===== src/rtl/ef_i2s_pkg.sv =====
// Shared constants and types for the I2S sample packer slice.
package ef_i2s_pkg;

    localparam int SAMPLE_W = 32;
    localparam int HALF_W   = 16;

    localparam logic signed [HALF_W-1:0] SAT16_MAX = 16'sh7FFF;
    localparam logic signed [HALF_W-1:0] SAT16_MIN = 16'sh8000;

    typedef logic [SAMPLE_W-1:0] sample_t;
    typedef logic [HALF_W-1:0]   half_t;

endpackage


===== src/rtl/ef_i2s_sat16.sv =====
// 32-bit sample to 16-bit half-word conversion for pack16 mode.
// Build option: define EF_I2S_PACK_SAT16_EN for signed saturation to
// [-32768, 32767]; otherwise the upper 16 bits are simply dropped.
module ef_i2s_sat16
    import ef_i2s_pkg::*;
(
    input  logic [SAMPLE_W-1:0] din,
    output logic [HALF_W-1:0]   dout
);

`ifdef EF_I2S_PACK_SAT16_EN
    // The sample fits in 16 signed bits when bits [31:15] are all copies of the sign
    logic in_range;
    assign in_range = (din[SAMPLE_W-1:HALF_W-1] == {(SAMPLE_W-HALF_W+1){din[HALF_W-1]}});

    // Clamp out-of-range samples toward the sign of the original value
    always_comb begin
        if (in_range) begin
            dout = din[HALF_W-1:0];
        end else if (din[SAMPLE_W-1]) begin
            dout = SAT16_MIN;
        end else begin
            dout = SAT16_MAX;
        end
    end
`else
    // Truncation: upper bits are intentionally discarded
    logic unused_hi;
    assign unused_hi = ^din[SAMPLE_W-1:HALF_W];
    assign dout      = din[HALF_W-1:0];
`endif

endmodule


===== src/rtl/ef_i2s_sample_packer.sv =====
// Drains the I2S RX sample FIFO into a 32-bit valid/ready stream, either one
// sample per word or two 16-bit half-words per word, and tags frame ends.
// Build option: EF_I2S_PACK_SAT16_EN selects saturating half-word conversion.
module ef_i2s_sample_packer
    import ef_i2s_pkg::*;
#(
    parameter int FLW = 8
) (
    input  logic                clk,
    input  logic                rst_n,
    input  logic                en,
    input  logic                flush,
    input  logic                pack16,
    input  logic [FLW-1:0]      frame_len,
    input  logic                fifo_empty,
    input  logic [SAMPLE_W-1:0] fifo_rdata,
    output logic                fifo_rd,
    output logic [SAMPLE_W-1:0] m_data,
    output logic                m_valid,
    input  logic                m_ready,
    output logic                m_last,
    output logic [FLW-1:0]      frame_cnt
);

    logic                         have_lo;
    logic [HALF_W-1:0]            lo_reg;
    logic                         mode_r;
    logic                         mode_nx;
    logic                         pop;
    logic                         load;
    logic                         last_hit;
    logic [SAMPLE_W-1:0]          word_next;
    logic [1:0][HALF_W-1:0]       half_w;

    // Index 0 feeds the held low half, index 1 the upper half of a packed word
    genvar gi;
    generate
        for (gi = 0; gi < 2; gi++) begin : g_half
            ef_i2s_sat16 u_sat16 (
                .din  (fifo_rdata),
                .dout (half_w[gi])
            );
        end
    endgenerate

    // A half-word in flight pins the mode so a pack16 toggle cannot split a word
    assign mode_nx = have_lo ? mode_r : pack16;

    // A low-half pop never touches the output register, so it may proceed under backpressure
    assign pop = rst_n & en & ~flush & ~fifo_empty &
                 ((mode_nx & ~have_lo) | ~m_valid | m_ready);

    assign fifo_rd   = pop;
    assign load      = pop & (~mode_nx | have_lo);
    assign word_next = mode_nx ? {half_w[1], lo_reg} : fifo_rdata;
    assign last_hit  = (frame_len != '0) && (frame_cnt == frame_len - FLW'(1));

    // Held half-word: captured on the first pop of a pack16 pair, released on the second
    always_ff @(posedge clk or negedge rst_n) begin
        if (!rst_n) begin
            have_lo <= 1'b0;
            lo_reg  <= '0;
            mode_r  <= 1'b0;
        end else if (flush) begin
            have_lo <= 1'b0;
        end else if (pop && mode_nx && !have_lo) begin
            lo_reg  <= half_w[0];
            have_lo <= 1'b1;
            mode_r  <= 1'b1;
        end else if (load && have_lo) begin
            have_lo <= 1'b0;
        end
    end

    // Output register and frame counter; a load in the same cycle as a drain keeps m_valid high
    always_ff @(posedge clk or negedge rst_n) begin
        if (!rst_n) begin
            m_data    <= '0;
            m_valid   <= 1'b0;
            m_last    <= 1'b0;
            frame_cnt <= '0;
        end else if (flush) begin
            m_valid   <= 1'b0;
            m_last    <= 1'b0;
            frame_cnt <= '0;
        end else if (load) begin
            m_data    <= word_next;
            m_valid   <= 1'b1;
            m_last    <= last_hit;
            frame_cnt <= last_hit ? '0 : frame_cnt + FLW'(1);
        end else if (m_valid && m_ready) begin
            m_valid   <= 1'b0;
        end
    end

endmodule


===== config.mk =====
export PLATFORM = sky130hd
export DESIGN_NAME = ef_i2s_sample_packer
export DESIGN_NICKNAME = d
export VERILOG_FILES = /design/src/rtl/ef_i2s_pkg.sv /design/src/rtl/ef_i2s_sat16.sv /design/src/rtl/ef_i2s_sample_packer.sv
export SDC_FILE = /design/constraint.sdc
export NUM_CORES = 1
export LEC_CHECK = 0
export ABC_AREA = 1
export ABC_CLOCK_PERIOD_IN_PS = 2480
export BUFFER_PORTS_ARGS = -buffer_cell sky130_fd_sc_hd__buf_4
export CORE_UTILIZATION = 40
export CTS_CLUSTER_SIZE = 40
export DETAILED_ROUTE_END_ITERATION = 10
export PLACE_DENSITY = 0.69
export SYNTH_ARGS = -nofsm -noshare
export SYNTH_HDL_FRONTEND = slang
export SYNTH_HIERARCHICAL = 1
export SYNTH_SLANG_ARGS = --single-unit

===== constraint.sdc =====
create_clock -name clk -period 2.48 [get_ports clk]
set_input_delay 0.372 -clock clk [delete_from_list [all_inputs] [get_ports clk]]
set_output_delay 0.372 -clock clk [all_outputs]
set_load 0.005 [all_outputs]

Yosys cells after proc, flatten, opt, wreduce, memory -nomap -nowiden
Index checks and enable logic that the tools add are counted.

Output and inout bits: 43. Bits in registers: 60. Word-level logic and storage cells: 49. Bits of input ports: 47.

Add/sub/neg operators: 2. Reduce and logical (&&, ||, !) cells: 12. Equality and inequality tests: 1. Mux-type cells: 13. Bitwise operators: 14.

Operators with widths (count): $mux W32 (1); $mux W8 (3); $mux W1 (9); $add A8 B1 Y8 const B (1); $eq A8 B8 Y1 (1); $reduce_bool A8 Y1 (1); $sub A8 B1 Y8 const B (1); $and A1 B1 Y1 (6); $reduce_bool A3 Y1 (2); $logic_and A1 B1 Y1 (5); $not A1 Y1 (5); $reduce_and A2 Y1 (2); $or A1 B1 Y1 (3); $reduce_bool A2 Y1 (1); $logic_not A1 Y1 (1).

Depth between registers and ports, before layout
Gate-level depths: netlist (run 1).

Depth in word-level cells: 10. Depth in mapped cells: 13. Mapped depth without buffers: 13.

By module
Netlist (run 1), hierarchy kept.

By module, submodules not included: ef_i2s_sample_packer (seq. area each 1501.4 um^2, times used 1, area an instance 3098.0 um^2, cells each 388); ef_i2s_sat16 (seq. area each 0.0 um^2, times used 2, area an instance 120.1 um^2, cells each 16).

Least setup slack after synthesis (run 1)
No wires, ideal clock.

Path type: input-to-reg. Start point: input port frame_len[0]. End point: register frame_cnt[0]. Setup time: 0.116 ns. Buffers on the path: 0. Cell stages on the path: 11. Arrival time: 1.429 ns. Slack: 0.934 ns. Required time: 2.364 ns. Cell sequence: inv_1 > ha_1 > nand2_2 > nor2_2 > o21ai_1 > nand2_1 > nand3_1 > nor2_1 > nand2_2 > nand2_1 > nand2_1.

Longest elaborated chain between the ends: 6. Elaborated cells on any way between the ends: 7. Those cells by class: add/sub: 1; eq/ne: 1; mux: 3; reduce/logical: 2.

RTL lines: start, declared (line ef_i2s_sample_packer.sv:14) `input logic [FLW-1:0] frame_len,`; $sub A8 B1 Y8 (line ef_i2s_sample_packer.sv:56) `assign last_hit = (frame_len != '0) && (frame_cnt == frame_len - FLW'(1));`; $eq A8 B8 Y1 (line ef_i2s_sample_packer.sv:56); $logic_and A1 B1 Y1 (*) (line ef_i2s_sample_packer.sv:56); $mux W8 (*) (line ef_i2s_sample_packer.sv:90) `frame_cnt <= last_hit ? '0 : frame_cnt + FLW'(1);`; $mux W8 (*) (line ef_i2s_sample_packer.sv:86) `end else if (load) begin`; $mux W8 (*) (line ef_i2s_sample_packer.sv:82) `end else if (flush) begin`; end signal, assigned (line ef_i2s_sample_packer.sv:90); end, declared (line ef_i2s_sample_packer.sv:22) `output logic [FLW-1:0] frame_cnt`.

Every way passes the cells marked *; elsewhere a longest branch is shown, timed or not. The select of a mux whose other input is x is not followed. A chain may end at the register's enable or synchronous reset.

Final worst setup path (run 1)
Start point: register have_lo. End point: output port fifo_rd.

Longest elaborated chain between the ends: 5. Elaborated cells on any way between the ends: 6. Those cells by class: mux: 1; bitwise: 5.

RTL lines: start, declared (line ef_i2s_sample_packer.sv:25) `logic have_lo;`; start signal, assigned (line ef_i2s_sample_packer.sv:61) `have_lo <= 1'b0;`; start signal, assigned (line ef_i2s_sample_packer.sv:65) `have_lo <= 1'b0;`; start signal, assigned (line ef_i2s_sample_packer.sv:68) `have_lo <= 1'b1;`; $mux W1 / $not A1 Y1 (equally long branches) (line ef_i2s_sample_packer.sv:47, ef_i2s_sample_packer.sv:51); $and A1 B1 Y1 (*) (line ef_i2s_sample_packer.sv:51) `((mode_nx & ~have_lo) | ~m_valid | m_ready);`; $or A1 B1 Y1 (*) (2 in series) (line ef_i2s_sample_packer.sv:51); $and A1 B1 Y1 (*) (line ef_i2s_sample_packer.sv:50) `assign pop = rst_n & en & ~flush & ~fifo_empty &`; end, declared (line ef_i2s_sample_packer.sv:17) `output logic fifo_rd,`.

Every way passes the cells marked *; elsewhere a longest branch is shown, timed or not.

==> run_results.csv, run 1 <==
group,metric,value,unit
status,outcome,"complete, no violations",
worst_setup_path,path_cells,"inv_2 > nand2_2 > inv_2 > o21ai_2 > inv_1 > buf_4",
detailed_routing,vias,2744,
sta,worst_pin_slew,0.7516,ns
floorplanning,design.die.area,8715,um^2
layout,largest_reg_flops,32,
sta,finalMaxSlewViolations,0,
yosys,synth-seq-cells,60,
layout,final_layout_size_suffix_gt1_share,26.88,%
global_route,antenna_found_initial,0,
clock_network,ctsResizeCount,0,
sta,finClkSkew,0.005930,ns
sta,fin_ws,0.7752,ns
job,cap_violations,0,
layout,diodes,0,
global_route,grt_max_degree,61,
sta,rsz0062_at_grt,"false",
worst_setup_path,r2r_slack,0.90,ns
power,vdd_drop_max,0.3378,mV
power,p_per_area,710.1,nW/um^2
layout,nNetsFinal,524,
yosys,synthArstFlopShare,100.0,%
worst_setup_path,rr_startpoint,"have_lo$_DFFE_PN0P_",
worst_setup_path,cp_common_cell,"inv_2",
worst_setup_path,crit_required,2.11,ns
layout,design_area,4091,um^2
worst_setup_path,end_kind,"primary output",
clock_network,htree_levels,3,
worst_setup_path,worst_r2r_path_depth,8,
placement,placedCellCount,566,
worst_setup_path,start_kind,"flop",
floorplanning,start_util,42.32,%
layout,stdcell_count,582,
clock_network,cts_tree,"done",
placement,pre_cts_slack,0.6346,ns
worst_setup_path,cp-startpoint,"have_lo$_DFFE_PN0P_",
global_route,grt_first_pass_wirelength,12.14,mm
layout,final_cell_mix,"107 x nand2_1, 91 x buf_4, 60 x dfrtp_1",
placement,port_buffers,89,
placement,dp_hpwl,5.069,mm
detailed_routing,wirelength,7.045,mm
detailed_routing,drtIter0Drc,126,
yosys,avgSynthCellArea,7.948,um^2
detailed_routing,post_drt_wl_per_cell,12.10,um
sta,slew_headroom,49.89,%
min_path,hold_path.class,"input port to async pin",
yosys,synth-seq-area-share,44.98,%
yosys,synth_edf_count,0,
detailed_routing,dr.pass1.iters,4,
floorplanning,boundaryPins,90,
detailed_routing,drcViolationCount,0,
layout,layout_commonest_cell,"nand2_1",
detailed_routing,drtAntennaViolNets,0,
power,p_leak,2.148,nW
layout,layout-area-overhead-vs-synth,22.56,%
clock_network,cts_hold_buf,0,
placement,dpl_cell_area,3856,um^2
floorplanning,rows,32,
global_route,overflow,0,
worst_setup_path,worstSetupPathType,"flop to primary output",
clock_network,clockRootBuffer,"clkbuf_8",
yosys,yosysWarnings,6,
yosys,synthFlopType,"dfrtp_1",
sta,tns,0,ns
worst_setup_path,critical_path_cell_count,6,
worst_setup_path,endpoint,"fifo_rd",
yosys,ys_top_cells_by_area,"dfrtp_1 45%, nand2_1 12%, buf_4 7.4%",
floorplanning,die_w,93.36,um
yosys,netlist_instances,420,
clock_network,cts_buffer_depth,2,
sta,period_share,68.74,%
yosys,yosysTopAreaCellShare,44.98,%
sta,setup_viol,0,
worst_setup_path,worstReg2RegEnd,"m_data[20]$_DFFE_PN0P_",
sta,post-route-min-period,1.705,ns
layout,n_fill_cell,760,
worst_setup_path,crit_path_top_delay_cell,"dfrtp_1",
placement,gp_congestion,0.8787,
yosys,syn-num-nets,469,
yosys,syn_area,3338,um^2
worst_setup_path,slowest_delay,0.34,ns
sta,hold_violations,0,
clock_network,path_clk_slew,0.07,ns
clock_network,clk_latency,0.33,ns
worst_setup_path,crit_family,"buffers and inverters",
worst_setup_path,cp_max_fo,3,
worst_setup_path,crit_buf_inv,4,
clock_network,numCtsBuffers,9,
yosys,synth_top_area_cell,"dfrtp_1",
global_route,grt_pass1_vias,2663,
clock_network,cts_num_sinks,60,
worst_setup_path,cp.arrival,1.33,ns
detailed_routing,via_per_inst,4.715,
sta,fmax,586.6,MHz
floorplanning,die_h,93.36,um
floorplanning,core_area,7888,um^2
clock_network,post_cts_buffers,0,
global_route,grtUsageTotal,18.02,%
yosys,synth_cell_types,28,
==> metrics by stage <==
stage               utilization, %  hold WS [ns]  power (mW)
floorplan                        -       0.07641       1.584
global placement             48.89        0.4678       1.890
detailed placement           48.89        0.4713       1.915
CTS                          51.87        0.1873       2.950
global route                 51.87        0.1988       3.086
finish                       51.87        0.1952       2.905
==> cells by family after synthesis <==
kind of cell / count (synthesis) / synth area share [%]
xor gates and xnor gates: 4 / 1.050
and+or+nand+nor: 172 / 21.33
adders and majority gates: 2 / 0.7495
DFF: 60 / 44.98
muxes: 20 / 6.072
AOI/OAI and AO/OA: 69 / 10.50
buffers and inverters: 93 / 15.33
==> worst min path at each step <==
stage,startpoint,endpoint,slack [ns],cells past startpoint
2_1_floorplan,rst_n,frame_cnt[0]$_DFFE_PN0P_,0.08,0
3_3_place_gp,mode_r$_DFFE_PN0P_,mode_r$_DFFE_PN0P_,0.47,2
3_5_place_dp,mode_r$_DFFE_PN0P_,mode_r$_DFFE_PN0P_,0.47,2
4_1_cts,flush,m_valid$_DFFE_PN0P_,0.19,2
5_1_grt,flush,m_valid$_DFFE_PN0P_,0.20,2
6_report,rst_n,lo_reg[12]$_DFFE_PN0P_,0.20,2
==> per-layer routing <==
metal  up-vias  part of all wire, %  wire length (um)  global-route usage [%]
met1      1250                   43              3039                   22.63
met5         -                    0                 0                       0
met4         0                  2.1               146                   8.462
met2        77                   46              3267                   27.88
li1       1405                    -                 -                       -
met3        12                  8.4               593                   6.098
==> power by group <==
part           internal, mW  switching (mW)
combinational         0.340           0.289
clock                 0.645           0.372
sequential             1.17          0.0924
==> Yosys cell counts (3+ instances only) <==
cell       n
nor2_1    33
nand3_1   19
mux2i_1   18
o21ai_1   16
a21oi_1   16
dfrtp_1   60
inv_1     37
o21ai_0   35
inv_2      5
nor2_2     4
buf_2     11
buf_6      3
xnor2_1    3
nand2_1  107
nand2_2    3
buf_4     33
==> area by class of cell <==
cell class              instances  area (um^2)  area share (%)
clock inverters                 4        70.07           1.713
well taps                     102        127.6           3.119
clock buffers                  12        165.2           4.037
flip-flops and latches         60         1501           36.70
multi-input cells             267         1336           32.66
repair buffers                 93        723.2           17.68
inverters                      44        167.7           4.098
Power figures use the tool's default switching activity.
==> inputs of run 2 (changes only) <==
--- a/config.mk
+++ b/config.mk
@@ -6,7 +6,7 @@
 export NUM_CORES = 1
 export LEC_CHECK = 0
 export ABC_AREA = 1
-export ABC_CLOCK_PERIOD_IN_PS = 2480
+export ABC_CLOCK_PERIOD_IN_PS = 1770
 export BUFFER_PORTS_ARGS = -buffer_cell sky130_fd_sc_hd__buf_4
 export CORE_UTILIZATION = 40
 export CTS_CLUSTER_SIZE = 40
==> constraint.sdc (replaced) <==
create_clock -name clk -period 1.77 [get_ports clk]
set_input_delay 0.2655 -clock clk [delete_from_list [all_inputs] [get_ports clk]]
set_output_delay 0.2655 -clock clk [all_outputs]
set_load 0.005 [all_outputs]
==> run 2 against run 1 <==
Effect of this change:
- global-route usage is 0.48 points higher
- worst hold slack lost 0.093 ns
- sequential cell count did not move
- die area unchanged
- largest power group unchanged
- critical endpoint unchanged
==> run_results.csv, run 2 (synthesis gave the netlist of run 1 again) <==
group,metric,value,unit
clock_network,clk_latency,0.33,ns
sta,finClkSkew,0.008680,ns
clock_network,htree_levels,3,
power,p_leak,2.164,nW
floorplanning,die_w,93.36,um
status,outcome,"complete, no violations",
worst_setup_path,slowest_delay,0.34,ns
layout,final_layout_size_suffix_gt1_share,27.18,%
layout,stdcell_count,584,
sta,worst_pin_slew,0.7539,ns
clock_network,clockRootBuffer,"clkbuf_8",
floorplanning,core_area,7888,um^2
global_route,antenna_found_initial,0,
worst_setup_path,cp.arrival,1.33,ns
worst_setup_path,end_kind,"primary output",
worst_setup_path,cp_common_cell,"inv_2",
placement,placedCellCount,568,
floorplanning,start_util,42.32,%
detailed_routing,dr.pass1.iters,6,
placement,gp_congestion,0.8300,
detailed_routing,drtIter0Drc,147,
layout,largest_reg_flops,32,
power,vdd_drop_max,0.7585,mV
global_route,grt_max_degree,61,
clock_network,ctsResizeCount,0,
layout,diodes,0,
global_route,grt_first_pass_wirelength,12.52,mm
job,cap_violations,0,
power,p_per_area,990.9,nW/um^2
floorplanning,design.die.area,8715,um^2
worst_setup_path,crit_path_top_delay_cell,"dfrtp_1",
detailed_routing,drtAntennaViolNets,0,
layout,design_area,4121,um^2
clock_network,post_cts_buffers,0,
global_route,grt_pass1_vias,2703,
detailed_routing,drcViolationCount,0,
clock_network,numCtsBuffers,9,
sta,fmax,627.0,MHz
worst_setup_path,start_kind,"flop",
placement,dpl_cell_area,3884,um^2
worst_setup_path,path_cells,"inv_2 > nand2_2 > inv_2 > o21ai_2 > inv_1 > buf_4",
worst_setup_path,crit_buf_inv,4,
worst_setup_path,crit_required,1.50,ns
sta,rsz0062_at_grt,"false",
global_route,overflow,0,
placement,port_buffers,89,
sta,finalMaxSlewViolations,0,
worst_setup_path,worstSetupPathType,"flop to primary output",
worst_setup_path,crit_family,"buffers and inverters",
sta,period_share,90.10,%
detailed_routing,vias,2765,
layout,layout-area-overhead-vs-synth,23.46,%
layout,final_cell_mix,"107 x nand2_1, 92 x buf_4, 60 x dfrtp_1",
sta,slew_headroom,49.74,%
detailed_routing,wirelength,7.196,mm
sta,hold_violations,0,
placement,dp_hpwl,5.070,mm
clock_network,cts_hold_buf,0,
sta,fin_ws,0.1752,ns
min_path,hold_path.class,"input port to async pin",
detailed_routing,post_drt_wl_per_cell,12.32,um
detailed_routing,via_per_inst,4.735,
floorplanning,boundaryPins,90,
clock_network,cts_tree,"done",
clock_network,cts_num_sinks,60,
floorplanning,die_h,93.36,um
layout,layout_commonest_cell,"nand2_1",
clock_network,cts_buffer_depth,2,
floorplanning,rows,32,
sta,post-route-min-period,1.595,ns
placement,pre_cts_slack,-0.006197,ns
clock_network,path_clk_slew,0.07,ns
global_route,grtUsageTotal,18.50,%
worst_setup_path,cp_max_fo,3,
layout,nNetsFinal,526,
sta,setup_viol,0,
## run 2: worst register-to-register path, stage by stage (launching register included)
cell,delay (ns)
dfrtp_1,0.34
inv_2,0.06
nand2_2,0.09
inv_2,0.07
o21ai_2,0.23
nor2_4,0.08
inv_6,0.17
nand2_1,0.12
inv_2,0.16
nand2_1,0.08
nand2_1,0.07
## run 2: cell type report
cell class / count / area, um^2
flip-flops and latches: 60 / 1501
multi-input cells: 267 / 1336
well taps: 102 / 127.6
clock inverters: 4 / 70.07
inverters: 44 / 170.2
clock buffers: 12 / 165.2
fillers: 745 / 3766
repair buffers: 95 / 750.7
## run 2: metrics by stage
stage               setup TNS, ns  hold WS [ns]  utilization (%)  total power [mW]
floorplan                       0      -0.03009                -             2.219
global placement                0        0.4442            49.24             2.654
detailed placement       -0.01237        0.4458            49.24             2.687
CTS                             0       0.08539            52.22             4.149
global route                    0       0.07912            52.25             4.344
finish                          0        0.1018            52.25             4.084
## run 2: routing by layer
metal	track usage [%]	wire length, um	up-vias
met5	0	0	-
met4	4.744	31	0
met3	6.748	508	4
met2	29.72	3429	77
met1	23.59	3226	1272
li1	-	-	1412
## run 2: final timing paths
kind | startpoint | to | cells past startpoint | slack [ns]
hold reg to reg | mode_r$_DFFE_PN0P_ | mode_r$_DFFE_PN0P_ | 2 | 0.49
setup / recovery | have_lo$_DFFE_PN0P_ | fifo_rd | 6 | 0.18
hold / removal | rst_n | m_data[29]$_DFFE_PN0P_ | 2 | 0.10
setup reg to reg | have_lo$_DFFE_PN0P_ | frame_cnt[3]$_DFFE_PN0P_ | 10 | 0.24
max in group asynchronous | rst_n | lo_reg[0]$_DFFE_PN0P_ | 2 | 1.17
min in group clk | flush | m_valid$_DFFE_PN0P_ | 2 | 0.10
## run 2: where the power goes
group / switching [mW] / internal (mW)
Sequential: 0.132 / 1.63
Clock: 0.531 / 0.904
Combinational: 0.402 / 0.481
